==> src/rtl/mem_port_arbiter.sv <==
// ============================================================================
// Module  : mem_port_arbiter
// Brief   : Shares one memory port between the fetch (IF) and data (MEM) stages.
// Revision: 1.0 - initial release
// ============================================================================
`default_nettype none

module mem_port_arbiter #(
  parameter int MAX_D_STREAK = 4
) (
  input  logic        clk,
  input  logic        rst_n,
  input  logic        if_read,
  input  logic [15:0] if_addr,
  output logic [15:0] if_rdata,
  output logic        if_resp,
  input  logic        d_read,
  input  logic        d_write,
  input  logic [15:0] d_addr,
  input  logic [15:0] d_wdata,
  input  logic [1:0]  d_wmask,
  output logic [15:0] d_rdata,
  output logic        d_resp,
  output logic        mem_read,
  output logic        mem_write,
  output logic [15:0] mem_address,
  output logic [15:0] mem_wdata,
  output logic [1:0]  mem_byte_enable,
  input  logic [15:0] mem_rdata,
  input  logic        mem_resp
);

  localparam int                 SW    = $clog2(MAX_D_STREAK + 1);
  localparam logic [SW-1:0]      C_MAX = SW'(MAX_D_STREAK);

  typedef enum logic [1:0] {
    ST_IDLE    = 2'd0,
    ST_SERVE_I = 2'd1,
    ST_SERVE_D = 2'd2
  } state_t;

  state_t        r_state;
  logic [SW-1:0] r_streak;
  logic [15:0]   r_if_rdata;
  logic [15:0]   r_d_rdata;

  logic w_d_req;
  logic w_starve;

  assign w_d_req  = d_read | d_write;
  // A waiting fetch that has already let MAX_D_STREAK data grants pass wins next.
  assign w_starve = if_read && (r_streak == C_MAX);

  assign if_resp  = mem_resp && (r_state == ST_SERVE_I);
  assign d_resp   = mem_resp && (r_state == ST_SERVE_D);
  assign if_rdata = if_resp ? mem_rdata : r_if_rdata;
  assign d_rdata  = d_resp  ? mem_rdata : r_d_rdata;

  always_ff @(posedge clk or negedge rst_n) begin
    if (!rst_n) begin
      r_state         <= ST_IDLE;
      r_streak        <= '0;
      r_if_rdata      <= '0;
      r_d_rdata       <= '0;
      mem_read        <= 1'b0;
      mem_write       <= 1'b0;
      mem_address     <= '0;
      mem_wdata       <= '0;
      mem_byte_enable <= '0;
    end else begin
      case (r_state)
        ST_IDLE: begin
          if (w_d_req && !w_starve) begin
            r_state         <= ST_SERVE_D;
            r_streak        <= !if_read ? '0 :
                               (r_streak == C_MAX) ? C_MAX : r_streak + SW'(1);
            mem_read        <= d_read;
            mem_write       <= d_write;
            mem_address     <= d_addr;
            mem_wdata       <= d_wdata;
            mem_byte_enable <= d_write ? d_wmask : 2'b11;
          end else if (if_read) begin
            r_state         <= ST_SERVE_I;
            r_streak        <= '0;
            mem_read        <= 1'b1;
            mem_write       <= 1'b0;
            mem_address     <= if_addr;
            mem_byte_enable <= 2'b11;
          end else begin
            r_streak        <= '0;
          end
        end
        ST_SERVE_I: begin
          if (mem_resp) begin
            r_state    <= ST_IDLE;
            r_if_rdata <= mem_rdata;
            mem_read   <= 1'b0;
            mem_write  <= 1'b0;
          end
        end
        ST_SERVE_D: begin
          if (mem_resp) begin
            r_state   <= ST_IDLE;
            r_d_rdata <= mem_rdata;
            mem_read  <= 1'b0;
            mem_write <= 1'b0;
          end
        end
        default: begin
          r_state   <= ST_IDLE;
          mem_read  <= 1'b0;
          mem_write <= 1'b0;
        end
      endcase
    end
  end

endmodule

`default_nettype wire

==> config.mk <==
export PLATFORM = sky130hd
export DESIGN_NAME = mem_port_arbiter
export DESIGN_NICKNAME = d
export VERILOG_FILES = /design/src/rtl/mem_port_arbiter.sv
export SDC_FILE = /design/constraint.sdc
export NUM_CORES = 1
export LEC_CHECK = 0
export CORE_UTILIZATION = 43
export CTS_BUF_LIST = sky130_fd_sc_hd__clkbuf_4
export CTS_CLUSTER_SIZE = 40
export DETAILED_ROUTE_END_ITERATION = 12
export HOLD_SLACK_MARGIN = 0.05
export PLACE_DENSITY = 0.83
export RECOVER_POWER = 100
export SYNTH_ARGS = -nofsm -noshare
export SYNTH_HDL_FRONTEND = slang
export SYNTH_SLANG_ARGS = --single-unit
==> constraint.sdc <==
create_clock -name clk -period 2.2 [get_ports clk]
set_clock_uncertainty 0.05 [all_clocks]
set_input_delay 0.44 -clock clk [delete_from_list [all_inputs] [get_ports clk]]
set_output_delay 0.44 -clock clk [all_outputs]
set_load 0.03 [all_outputs]
# Word level (Yosys, flattened, before mapping)
# Index checks and enable logic that the tools add are counted.
word_totals:
  register_bits: 73
  in_bits: 72
  output_inout_bits: 70
  word_cells: 50
op_classes:
  add_sub_neg: 1
  eq_ne: 5
  mux: 21
  n_bitwise: 1
  n_reduce_logical: 13
ops:
  columns: ["op", "n"]
  rows:
  - ["2-to-1 mux 16 bit", 4]
  - ["2-to-1 mux 2 bit", 6]
  - ["AND reduction 2 bit", 5]
  - ["2-to-1 mux 3 bit", 3]
  - ["2-to-1 mux 1 bit", 5]
  - ["logical AND 1 bit", 4]
  - ["one-hot mux 1 bit (2 select lines)", 2]
  - ["one-hot mux 2 bit (2 select lines)", 1]
  - ["adder 3 x 1 -> 3 bit, second input constant", 1]
  - ["equality test 3 bit, second input constant", 1]
  - ["inequality test 3 bit, second input constant", 1]
  - ["equality test 2 x 1 -> 1 bit, second input constant", 1]
  - ["equality test 2 bit, second input constant", 1]
  - ["logical NOT 2 bit", 1]
  - ["inequality test 2 x 1 -> 1 bit, second input constant", 1]
  - ["nonzero test 2 bit", 1]
  - ["OR reduction 2 bit", 1]
  - ["logical NOT 1 bit", 1]
  - ["OR 1 bit", 1]

# Logic depth before layout (Yosys ltp)
# Gate-level depths: netlist (run 1).
logic_depth:
  word_depth: 6
  mapped_depth: 8
  mapped_depth_nobuf: 5

# Least setup slack after synthesis (run 1)
# No wires, ideal clock.
synth_path:
  path_kind: "reg2out"
  from: "register r_state[0]"
  to: "output d_rdata[10]"
  arrival_time_ns: 1.464
  t_required_ns: 1.710
  slack_ns: 0.246
  path_stages_with_launch: 6
  path_buffers: 1
  cell_sequence: "dfrtp_1 > inv_1 > ha_1 > nand2_1 > buf_2 > mux2_2"
synth_between:
  elab_chain_cells: 3
synth_rtl:
  columns: ["item", "line_no", "rtl"]
  rows:
  - ["from (decl)", "42", "state_t r_state;"]
  - ["from (signal assigned)", "61", "r_state <= ST_IDLE;"]
  - ["from (signal assigned)", "74", "r_state <= ST_SERVE_D;"]
  - ["from (signal assigned)", "83", "r_state <= ST_SERVE_I;"]
  - ["equality test 2 bit", "55", "assign d_resp = mem_resp && (r_state == ST_SERVE_D);"]
  - ["logical AND 1 bit", "55", null]
  - ["2-to-1 mux 16 bit", "57", "assign d_rdata = d_resp ? mem_rdata : r_d_rdata;"]
  - ["to (decl)", "22", "output logic [15:0] d_rdata,"]
# Every way passes these cells.

# Worst setup path after layout (run 1)
layout_path:
  from: "register r_state[0]"
  to: "output d_rdata[3]"
# Same word-level chain as after synthesis.

==> results of run 1 <==
metal layers:
metal	vias up	share of wire, %	GRT usage [%]
met1	1299	41	26.1
met2	84	52	36.7
met4	0	1.5	8.94
li1	1197	-	-
met5	-	0	0
met3	12	5.9	5.88
worst paths after layout:
kind / endpoint / cells past startpoint
max: d_rdata[3] / 6
min: r_d_rdata[1] / 1
max reg2reg: mem_wdata[8] / 6
min reg2reg: r_d_rdata[1] / 1
max in group asynchronous: mem_wdata[8] / 3
min in group asynchronous: r_d_rdata[2] / 3
area by class of cell:
| cell class | count | area, µm² | share of cell area [%] |
|---|---|---|---|
| flip-flops and latches | 73 | 1830 | 35.1 |
| multi-input cells | 149 | 1330 | 25.6 |
| inverters | 6 | 22.5 | 0.433 |
| repair buffers | 165 | 1720 | 33.0 |
| clock buffers | 9 | 67.6 | 1.30 |
| clock inverters | 7 | 119 | 2.28 |
| well taps | 96 | 120 | 2.31 |
state kept, by name (all words and copies together) (netlist names):
register,flops
mem_read,1
r_d_rdata,16
mem_address,16
mem_write,1
mem_byte_enable,2
mem_wdata,16
r_if_rdata,16
r_streak,3
r_state,2
kinds of logic after synthesis:
kind of cell / count (synthesis) / synth area share, %
adder cells (fa/ha/maj): 5 / 2.00
multiplexers: 48 / 18.4
flip-flops: 73 / 58.4
AO/OA/AOI/OAI: 61 / 12.0
buffers and inverters: 21 / 3.48
AND/OR/NAND/NOR: 35 / 5.72
placed cells by master, fill, tap and decap left out, types with 4 or more instances in the layout:
master,netlist,final
buf_6,2,32
nor2_1,17,17
mux2_2,39,7
o21ai_0,16,16
dfrtp_1,73,73
clkdlybuf4s50_1,0,106
a31oi_1,16,16
mux2_4,9,41
clkbuf_4,0,10
buf_4,1,18
a21oi_1,18,18
inv_1,6,4
clkbuf_16,0,4
power breakdown:
part / internal, mW / switching [mW]
Combinational: 2.47 / 2.65
Clock: 0.574 / 0.509
Sequential: 2.00 / 0.310
what timing repair did:
| item | 4_1_cts | 5_1_grt |
|---|---|---|
| endpoints found under the setup margin | 32 | 32 |
| pin swaps | 0 | 0 |
| hold endpoints to repair | 73 | 0 |
| hold buffers | 1 | 0 |
| resized for setup | 204 | 60 |
| gates cloned | 0 | 4 |
| setup buffers | 2 | 1 |
worst register-to-register path: cells and delay by family (launching register included):
family | cells | cell delay (ns)
flops | 1 | 0.43
mux | 1 | 0.39
buf+inv | 3 | 0.36
simple gates | 1 | 0.27
fa+ha+maj | 1 | 0.18
==> impl_metrics.yaml, run 1 <==
drt:
  route.detailed.drc: 0
  drtIter0Drc: 54
  post_drt_wl_per_cell_um: 17.1
  vias: 2592
  routed_via_density: 5.13
  ant_nets: 0
  drt_pass1_iterations: 4
  drt_wl_total_mm: 8.61
final_layout:
  final_cells: 505
  postLayoutCellArea_mm2: 0.00521
  nFillCells: 487
  fin_nets: 481
  num_antenna_cells: 0
  drive_gt1_share_pct: 32.5
  area_growth_syn_to_layout_pct: 66.5
  postLayoutCoreUtil_pct: 75.4
synth:
  synth.most_common_cell: "dfrtp_1"
  ys_ff_latch: 73
  syn_inst: 243
  async_reset_ff_share_pct: 100
  yosys_warnings: 0
  synth_ff_type: "dfrtp_1"
  synth_area_mm2: 0.00313
  avgSynthCellArea_um2: 12.9
  synth_area_leaders: "dfrtp_1 (58%), mux2_2 (14%), mux2_4 (4.3%), a31oi_1 (3.2%), a21oi_1 (2.9%)"
  synth_edf_count: 0
  synth_cell_types: 32
  synth_top_cell_by_area: "dfrtp_1"
  synth_sequential_area_ratio_pct: 58.4
  syn_nets: 320
  synth_top_area_share_pct: 58.4
  synth_common_cells: "dfrtp_1 (73), mux2_2 (39), a21oi_1 (18)"
clock_tree:
  clock-root-buffer: "clkbuf_4"
  cts_buffer_depth: 2
  cts_made_buffers: 9
  clock-sinks: 73
  cts_tree: "yes"
  clk_pin_slew_ns: 0.12
  htreeDepth: 3
  clock_latency_ns: 0.43
grt:
  grt_overflow: 0
  grt_max_degree: 74
  antenna_found_initial: 0
  grt_usage_pct: 21.7
  grt_pass1_wl_mm: 12.5
  grt_pass1_vias: 2609
placed_design:
  portBuffers: 141
  dp_hpwl_mm: 5.44
  gp_congestion: 0.766
  placed_cells: 481
  dp_slack_ns: -0.433
  placedInstanceArea_mm2: 0.00472
setup_path:
  crit_family: "flip-flops"
  worstPathMaxFanout: 8
  cp_data_required_time_ns: 1.71
  cp_cell_sequence: "inv_2 > ha_2 > nand2_4 > clkbuf_16 > mux2_4 > buf_6"
  r2r-start: "r_state[0]"
  crit_arrival_ns: 1.84
  critPathLaunchType: "flip-flop"
  r2r_slack_ns: 0.40
  slowest_stage: "dfrtp_1"
  cpPeakStageDelay_ns: 0.43
  path_class: "flip-flop to output pin"
  worst-path-buf-inv: 3
  crit_start: "r_state[0]"
  end_kind: "output pin"
timing:
  fin_crit_sh_pct: 106
  tns_ns: -3.28
  setup_viol: 32
  worst_slack_ns: -0.133
  drv_slew: 0
  holdWs_ns: 0.464
  max_freq_mhz: 429
  maxSlewHeadroom_pct: 34.4
  period_minus_slack_ns: 2.33
  hold_violations: 0
  tightest_slew_ns: 0.984
  rsz0062_at_grt: "true"
power:
  irDropWorstVdd_uv: 745
  p_leak_nw: 2.39
  fin_total_pwr_mw: 8.51
  p_per_area_mw_per_mm2: 1630
die:
  design.core.area_mm2: 0.00691
  die_w_um: 87.3
  die_y_um: 87.3
  pin_count: 142
  rows: 30
  start_util_pct: 45.3
  die-area_mm2: 0.00762
run:
  cap_violations: 0
worst_hold_path:
  hold_path.class: "flip-flop to flip-flop"
  hp-start: "r_d_rdata[1]"
run_status:
  violations: "negative setup slack"
  outcome: "complete, but fails checks"
Note: power is estimated with default switching activity, not from simulation.
==> run 2: changes to the inputs <==
--- a/config.mk
+++ b/config.mk
@@ -15,3 +15,4 @@
 export SYNTH_ARGS = -nofsm -noshare
 export SYNTH_HDL_FRONTEND = slang
 export SYNTH_SLANG_ARGS = --single-unit
+export TNS_END_PERCENT = 5
==> impl_metrics.yaml, run 2 (same netlist as run 1, synthesis figures left out) <==
final_layout:
  postLayoutCellArea_mm2: 0.00520
  area_growth_syn_to_layout_pct: 66.4
  fin_nets: 481
  final_cell_mix: "clkdlybuf4s50_1 (106), dfrtp_1 (73), mux2_4 (40), buf_6 (32)"
  num_antenna_cells: 0
  final_common_cell: "clkdlybuf4s50_1"
  drive_gt1_share_pct: 32.5
  nFillCells: 488
grt:
  grt_max_degree: 74
  grt_pass1_wl_mm: 12.5
  antenna_found_initial: 0
  grt_usage_pct: 21.7
  grt_overflow: 0
  grt_pass1_vias: 2612
drt:
  route.detailed.drc: 0
  drtIter0Drc: 50
  drt_pass1_iterations: 4
  vias: 2589
  ant_nets: 0
  routed_via_density: 5.13
  post_drt_wl_per_cell_um: 17.1
  drt_wl_total_mm: 8.63
placed_design:
  placedInstanceArea_mm2: 0.00472
  gp_congestion: 0.766
  dp_slack_ns: -0.433
  dp_hpwl_mm: 5.44
  portBuffers: 141
setup_path:
  path_class: "flip-flop to output pin"
  worst-path-buf-inv: 3
  cpPeakStageDelay_ns: 0.43
  end_kind: "output pin"
  crit_family: "flip-flops"
  cp_cell_sequence: "inv_2 > ha_2 > nand2_4 > clkbuf_16 > mux2_4 > buf_6"
  worstPathMaxFanout: 8
  slowest_stage: "dfrtp_1"
  critPathLaunchType: "flip-flop"
  cp_data_required_time_ns: 1.71
  crit_arrival_ns: 1.84
die:
  start_util_pct: 45.3
  die-area_mm2: 0.00762
  die_y_um: 87.3
  pin_count: 142
  die_w_um: 87.3
  design.core.area_mm2: 0.00691
  rows: 30
clock_tree:
  clk_pin_slew_ns: 0.12
  cts_buffer_depth: 2
  clock-sinks: 73
  cts_made_buffers: 9
  htreeDepth: 3
  clock_latency_ns: 0.43
  cts_tree: "yes"
  clock-root-buffer: "clkbuf_4"
timing:
  maxSlewHeadroom_pct: 34.3
  max_freq_mhz: 429
  hold_violations: 0
  drv_slew: 0
  period_minus_slack_ns: 2.33
  fin_crit_sh_pct: 106
  setup_viol: 32
  rsz0062_at_grt: "true"
  worst_slack_ns: -0.130
  tightest_slew_ns: 0.985
power:
  fin_total_pwr_mw: 8.50
  switching_share_pct: 40.7
  p_comb_share_pct: 60.1
  internal_power_mw: 5.04
  p_per_area_mw_per_mm2: 1630
  switching_power_mw: 3.46
  p_leak_nw: 2.39
  seqPwrFrac_pct: 27.2
  irDropWorstVdd_uv: 745
  pwr-share-clk_pct: 12.7
run_status:
  violations: "negative setup slack"
  outcome: "complete, but fails checks"
worst_hold_path:
  hold_path.class: "flip-flop to flip-flop"
run:
  cap_violations: 0
run 2: cell count changes in the layout (fill, tap and decap cells not counted):
cell    previous run  this run
mux2_2             7         8
mux2_4            41        40
run 2: worst paths after layout:
check                        startpoint      endpoint  slack (ns)  cells past startpoint
max in group asynchronous         rst_n  mem_wdata[8]        0.70                      3
min reg2reg                r_d_rdata[1]  r_d_rdata[1]        0.46                      1
max reg2reg                  r_state[0]  mem_wdata[8]        0.41                      6
max                          r_state[0]    d_rdata[3]       -0.13                      6
min in group asynchronous         rst_n  r_d_rdata[2]        0.75                      3
min                        r_d_rdata[1]  r_d_rdata[1]        0.46                      1
run 2: cell type report:
type	instances	area [µm²]	area share, %
clock buffer	9	67.6	1.30
clock inverter	7	119	2.28
inverter	6	22.5	0.433
multi-input combinational	149	1330	25.5
sequential	73	1830	35.1
tap	96	120	2.31
timing repair buffer	165	1720	33.0
run 2: power by group through the flow:
stage | clock network, mW | registers, mW | logic (mW)
2_1_floorplan | 0 | 2.93 | 2.12
3_3_place_gp | 0 | 2.27 | 4.54
3_5_place_dp | 0 | 2.30 | 4.61
4_1_cts | 1.09 | 2.28 | 4.62
5_1_grt | 1.17 | 2.38 | 5.36
6_report | 1.08 | 2.31 | 5.11
run 2: through the flow:
stage | hold slack (ns) | util, % | setup TNS [ns] | instances
floorplan | 0.0944 | - | 0 | 243
global placement | 0.428 | 68.3 | -13.02 | 481
detailed placement | 0.430 | 68.3 | -14.19 | 481
CTS | 0.463 | 70.9 | -5.03 | 500
global route | 0.479 | 75.3 | -5.37 | 505
finish | 0.463 | 75.3 | -3.20 | 505
run 2: timing repair:
| action | in CTS | in global routing |
|---|---|---|
| resized for setup | 204 | 59 |
| cloned | 0 | 4 |
| hold buffers | 1 | 0 |
| endpoints found under the hold margin | 73 | 0 |
| setup endpoints to repair | 32 | 32 |
| buffers inserted | 2 | 1 |
run 2: layer usage:
metal  wire length, µm  GRT usage (%)
met5                 0              0
met4               119           8.94
met3               518           5.88
met2              4490           36.7
met1              3500           26.1
==> run 3: changes to the inputs <==
--- a/config.mk
+++ b/config.mk
@@ -5,6 +5,7 @@
 export SDC_FILE = /design/constraint.sdc
 export NUM_CORES = 1
 export LEC_CHECK = 0
+export CAP_MARGIN = 20
 export CORE_UTILIZATION = 43
 export CTS_BUF_LIST = sky130_fd_sc_hd__clkbuf_4
 export CTS_CLUSTER_SIZE = 40
==> results of run 3 <==
No change in the layout: final DEF, timing and power equal those of run 2.
